[config.mk]
export PLATFORM = sky130hd
export DESIGN_NAME = uart_cmd_sequencer
export DESIGN_NICKNAME = d
export VERILOG_FILES = /design/src/rtl/uart_cmd_sequencer.sv
export SDC_FILE = /design/constraint.sdc
export NUM_CORES = 1
export LEC_CHECK = 0
export ABC_AREA = 0
export CORE_UTILIZATION = 45
export DETAILED_ROUTE_END_ITERATION = 10
export GPL_TIMING_DRIVEN = 0
export MAX_ROUTING_LAYER = met4
export PLACE_DENSITY = 0.82
export SLEW_MARGIN = 40
export SYNTH_ARGS = -nofsm -noshare
export SYNTH_HDL_FRONTEND = slang
export SYNTH_SLANG_ARGS = --single-unit
[constraint.sdc]
create_clock -name clk -period 3 [get_ports clk]
set_input_delay 0.75 -clock clk [delete_from_list [all_inputs] [get_ports clk]]
set_output_delay 0.75 -clock clk [all_outputs]
set_load 0.005 [all_outputs]
[src/rtl/uart_cmd_sequencer.sv]
// Command sequencer: assembles CMD/ADDR[/DATA] frames from received UART bytes, issues one
// APB transfer and returns a one-byte response. Define UART_CMD_NAK_EN to NAK aborted frames.
module uart_cmd_sequencer #(
    parameter logic [7:0]  CMD_WR         = 8'hA5,
    parameter logic [7:0]  CMD_RD         = 8'h5A,
    parameter logic [7:0]  RSP_ACK        = 8'h4B,
    parameter logic [7:0]  RSP_NAK        = 8'h4E,
    parameter logic [15:0] TIMEOUT_CYCLES = 16'd50000
) (
    input  logic       clk,
    input  logic       rst,
    input  logic [7:0] rx_data,
    input  logic       rx_valid,
    input  logic       frame_err,
    output logic       apb_req,
    output logic       apb_write,
    output logic [7:0] apb_addr,
    output logic [7:0] apb_wdata,
    input  logic       apb_done,
    input  logic [7:0] apb_rdata,
    input  logic       apb_slverr,
    output logic [7:0] tx_data,
    output logic       tx_valid,
    input  logic       tx_busy,
    output logic       cmd_err,
    output logic       busy,
    output logic [2:0] fsm_state
);
    // Handshakes: rx_valid, frame_err, apb_done, tx_valid and cmd_err are one-cycle pulses with
    // no back-pressure; apb_req is a level held (fields frozen) until apb_done; tx_valid only
    // fires after tx_busy was seen low, so the transmitter is never loaded while busy.
    typedef enum logic [2:0] {
        IDLE      = 3'd0,
        GET_ADDR  = 3'd1,
        GET_DATA  = 3'd2,
        ISSUE     = 3'd3,
        WAIT_DONE = 3'd4,
        RESPOND   = 3'd5,
        ABORT     = 3'd6
    } state_t;

    state_t      state;
    state_t      next_state;
    logic        write_q;
    logic [15:0] tmo_cnt;
    logic [7:0]  rsp_q;
    logic        tx_fire;
    logic        frame_state;
    logic        tmo_hit;
    logic        byte_ok;
    logic        cmd_ok;

    assign frame_state = (state == GET_ADDR) || (state == GET_DATA);
    assign tmo_hit     = (tmo_cnt == TIMEOUT_CYCLES - 16'd1);
    assign byte_ok     = rx_valid && !frame_err;
    assign cmd_ok      = (rx_data == CMD_WR) || (rx_data == CMD_RD);

    always_comb begin
        next_state = state;
        case (state)
            IDLE: begin
                if (rx_valid) next_state = cmd_ok ? GET_ADDR : ABORT;
            end
            GET_ADDR: begin
                if (frame_err)     next_state = ABORT;
                else if (rx_valid) next_state = write_q ? GET_DATA : ISSUE;
                else if (tmo_hit)  next_state = ABORT;
            end
            GET_DATA: begin
                if (frame_err)     next_state = ABORT;
                else if (rx_valid) next_state = ISSUE;
                else if (tmo_hit)  next_state = ABORT;
            end
            ISSUE:     next_state = WAIT_DONE;
            WAIT_DONE: begin
                if (apb_done) next_state = RESPOND;
            end
            RESPOND: begin
                if (tx_valid) next_state = IDLE;
            end
            ABORT: begin
`ifdef UART_CMD_NAK_EN
                next_state = RESPOND;
`else
                next_state = IDLE;
`endif
            end
            default: next_state = IDLE;
        endcase
    end

    // Fire straight off apb_done when the transmitter is free, giving one-cycle turnaround.
    always_comb begin
        tx_fire = 1'b0;
        if (state == WAIT_DONE && apb_done && !tx_busy) tx_fire = 1'b1;
        if (state == RESPOND && !tx_valid && !tx_busy)  tx_fire = 1'b1;
    end

    always_ff @(posedge clk or negedge rst) begin
        if (!rst) begin
            state     <= IDLE;
            write_q   <= 1'b0;
            tmo_cnt   <= 16'd0;
            apb_addr  <= 8'd0;
            apb_wdata <= 8'd0;
            apb_req   <= 1'b0;
            rsp_q     <= 8'd0;
            tx_valid  <= 1'b0;
        end else begin
            state    <= next_state;
            tx_valid <= tx_fire;
            if (frame_state && !rx_valid) tmo_cnt <= tmo_cnt + 16'd1;
            else                          tmo_cnt <= 16'd0;
            if (state == IDLE && rx_valid && cmd_ok) write_q <= (rx_data == CMD_WR);
            if (state == GET_ADDR && byte_ok) apb_addr  <= rx_data;
            if (state == GET_DATA && byte_ok) apb_wdata <= rx_data;
            if (next_state == ISSUE)                  apb_req <= 1'b1;
            else if (state == WAIT_DONE && apb_done)  apb_req <= 1'b0;
            if (state == WAIT_DONE && apb_done) begin
                if (apb_slverr)   rsp_q <= RSP_NAK;
                else if (write_q) rsp_q <= RSP_ACK;
                else              rsp_q <= apb_rdata;
            end
`ifdef UART_CMD_NAK_EN
            else if (state == ABORT) rsp_q <= RSP_NAK;
`endif
        end
    end

    assign apb_write = write_q;
    assign tx_data   = rsp_q;
    assign cmd_err   = (state == ABORT);
    assign busy      = (state != IDLE);
    assign fsm_state = state;

endmodule

==> out/metrics.csv <==
stage;metric;value;unit
outcome;status;finished, violations left;
outcome;violations;design-rule violations;
worst_setup_path;cp.required;2250;ps
layout;multi_input_area;915;µm²
power;p_sw_share;27.5;%
synthesis;synthesis.nets;215;
layout;fin_cells;306;
global_route;grt_pass1_vias;1530;
synthesis;ys_types;40;
power;pwr-share-seq;42.0;%
worst_setup_path;cp-end-kind;output pin;
worst_setup_path;r2r_slack;1120;ps
global_route;antenna_found_initial;0;
worst_setup_path;start_kind;register;
sta;finalHoldViolCount;0;
worst_setup_path;reg2reg_depth;5;
clock_network;clkSlewWorstSetupHoldPaths;80;ps
worst_setup_path;max_stage_delay;500;ps
power;p_leak;1.18;nW
sta;max_freq;407;MHz
synthesis;ys_seq_elements;46;
clock_network;insertion_delay;290;ps
layout;antenna_cells;0;
sta;maxSlewViolCount;0;
synthesis;seq_area_frac_synth;54.4;%
clock_network;cts_resized;0;
clock_network;cts_tree;done;
synthesis;syn_area_per_cell;11.1;µm²
placed_design;hpwl;3210;µm
flow_run;cap_violations;0;
worst_setup_path;cp_slowest_cell;clkdlybuf4s50_1;
die;io_pins;55;
power;p_sw;0.607;mW
clock_network;clockRootBuffer;clkbuf_8;
route;ant_nets;0;
power;comb_power_share;38.2;%
power;p_total;2.21;mW
sta;rsz0062_at_grt;no;
layout;fillers;371;
worst_setup_path;arrival;1710;ps
sta;setup_violations;0;
route;first_iter_violations;75;
worst_setup_path;r2r-end;apb_req;
power;power_density;774;nW/µm²
global_route;track_usage;18.9;%
clock_network;cts_num_sinks;46;
global_route;grt_start_max_net_pins;26;
clock_network;cts_setup_buffers;0;
power;clockPowerShare;19.8;%
synthesis;synthArstFlopShare;100;%
die;die-area;4980;µm²
worst_setup_path;crit_fanout;8;
sta;fin_crit;2460;ps
layout;area_growth;34.8;%
worst_setup_path;cp_cell_sequence;and2b_2 -> and2_1 -> clkdlybuf4s50_1;
route;vias;1591;
die;row_count;24;
placed_design;port_buffers;54;
power;peakVddDrop;0.000456;V
die;initial_core_util;47.6;%
route;drc;6;
sta;skew;5.71;ps
clock_network;clock_path_buffers;2;
synthesis;synth-edff-count;0;
synthesis;synthesis.area;2120;µm²
global_route;grt_overflow;0;
route;routed_wl;4240;µm
route;dr.pass1.iters;7;
clock_network;cts-buffers-inserted;5;
synthesis;synth_ff_type;dfrtp_1;
clock_network;cts_hold_buffers;0;
power;p_int;1.60;mW
placed_design;place_congestion;0.845;
die;die_y;70.6;µm
worst_setup_path;r2r_start;tmo_cnt[12];
die;core_area;4440;µm²
route;wl_per_cell;13.8;µm
route;vias_per_cell;5.20;
synthesis;synthCells;191;
placed_design;dpl.cell_count;298;
die;die_w;70.6;µm
global_route;grt_pass1_wl;7060;µm
min_path;worst_hold_path_type;input port to async pin;
layout;final_nets;277;
sta;max_slew_margin;70.1;%
synthesis;yosys_warnings;0;
clock_network;htreeDepth;2;
sta;finalCritPeriodShare;81.8;%
worst_setup_path;worstSetupPathType;register to output pin;
layout;drive_gt1_share;14.6;%
sta;worstMarginPinSlew;447;ps
sta;tns;0;ps
layout;ff_latch_area;1150;µm²
-- cell families (layout without fill, tap and decap cells) --
kind of cell / after synthesis / count (layout) / share of synthesized area (%)
simple gates: 85 / 85 / 22.0
mux: 16 / 16 / 8.52
fa+ha+maj: 1 / 1 / 0.591
xor+xnor: 13 / 13 / 5.38
flops: 46 / 46 / 54.4
compound gates: 20 / 20 / 6.74
buf+inv: 10 / 73 / 2.37
-- final cells by class --
type,instances,area share [%]
plain buffers,5,1.10
clock buffers,7,2.68
clock inverters,1,1.05
inverters,5,0.658
multi-input cells,135,32.1
flip-flops and latches,46,40.4
well taps,52,2.28
repair buffers,55,19.8
-- critical path: cells and delay by family, from the launching register on --
kind / cells / cell delay [ps]
buf+inv: 1 / 500
simple gates: 2 / 440
flops: 1 / 470
-- sequential cells by signal, indices dropped and copies added, names as in the netlist --
signal,cells
tmo_cnt,16
apb_addr,8
apb_wdata,8
tx_data,8
fsm_state,3
apb_req,1
apb_write,1
tx_valid,1
-- cell usage after synthesis (2+ instances only) --
library cell / n / area share [%]
inv_1: 5 / 0.89
xor2_1: 6 / 2.5
a32o_1: 2 / 0.95
a21oi_1: 2 / 0.47
buf_2: 2 / 0.47
nand4bb_1: 4 / 2.1
nand2_1: 21 / 3.7
xnor2_1: 7 / 2.9
nor2_1: 23 / 4.1
nand4_1: 2 / 0.59
clkbuf_1: 2 / 0.35
o211ai_1: 2 / 0.71
o21ai_0: 8 / 1.9
and3_1: 4 / 1.2
nor3_1: 5 / 1.2
nor4bb_1: 2 / 0.95
dfrtp_1: 46 / 54
mux2_2: 16 / 8.5
and4_1: 2 / 0.83
and2_1: 2 / 0.59
nor4b_1: 2 / 0.83
nand3_1: 8 / 1.9
-- power groups by stage --
| stage | clock network (mW) | registers (mW) | logic (mW) |
|---|---|---|---|
| after floorplan | 0 | 0.944 | 0.329 |
| after global placement | 0 | 0.936 | 0.826 |
| after detailed placement | 0 | 0.943 | 0.847 |
| after CTS | 0.452 | 0.930 | 0.854 |
| after global routing | 0.474 | 0.959 | 0.918 |
| final | 0.438 | 0.927 | 0.843 |
-- cell usage in the layout (no fill, tap or decap), types with 2 or more instances in the layout --
cell,count
xor2_1,6
a21oi_1,2
and3_1,4
buf_2,2
mux2_2,16
nor2_1,23
dfrtp_1,46
clkbuf_1,4
o211ai_1,2
inv_1,5
nor4b_1,2
and4_1,2
nor4bb_1,2
nand2_1,21
nand3_1,8
clkbuf_8,6
o21ai_0,8
clkdlybuf4s50_1,53
nand4bb_1,4
xnor2_1,7
and2_1,2
nor3_1,5
a32o_1,2
nand4_1,2
-- per-layer routing --
layer / track usage (%) / routed length (µm) / share of wire (%)
met4: 7.33 / 66 / 1.6
met2: 29.9 / 2020 / 48
met3: 3.56 / 167 / 3.9
met5: - / 0 / 0
met1: 24.3 / 1990 / 47
-- how the worst max path moves through the flow --
stage / from / endpoint / cells past startpoint
floorplan: rx_valid / apb_req / 5
global placement: rst / tx_data[2] / 1
detailed placement: rx_data[6] / apb_req / 6
CTS: fsm_state[0] / cmd_err / 3
global route: fsm_state[1] / cmd_err / 3
finish: fsm_state[0] / cmd_err / 3
-- metrics by stage --
stage | utilization, % | worst slack [ps] | area, µm² | hold WS [ps]
after floorplan | - | 1170 | 2120 | 425
final | 64.2 | 545 | 2850 | 343
after global routing | 64.2 | 460 | 2850 | 344
after global placement | 61.2 | -29.0 | 2720 | 442
after CTS | 64.2 | 519 | 2850 | 350
after detailed placement | 61.8 | 551 | 2750 | 452
No activity file was read; power rests on OpenSTA's default activity.
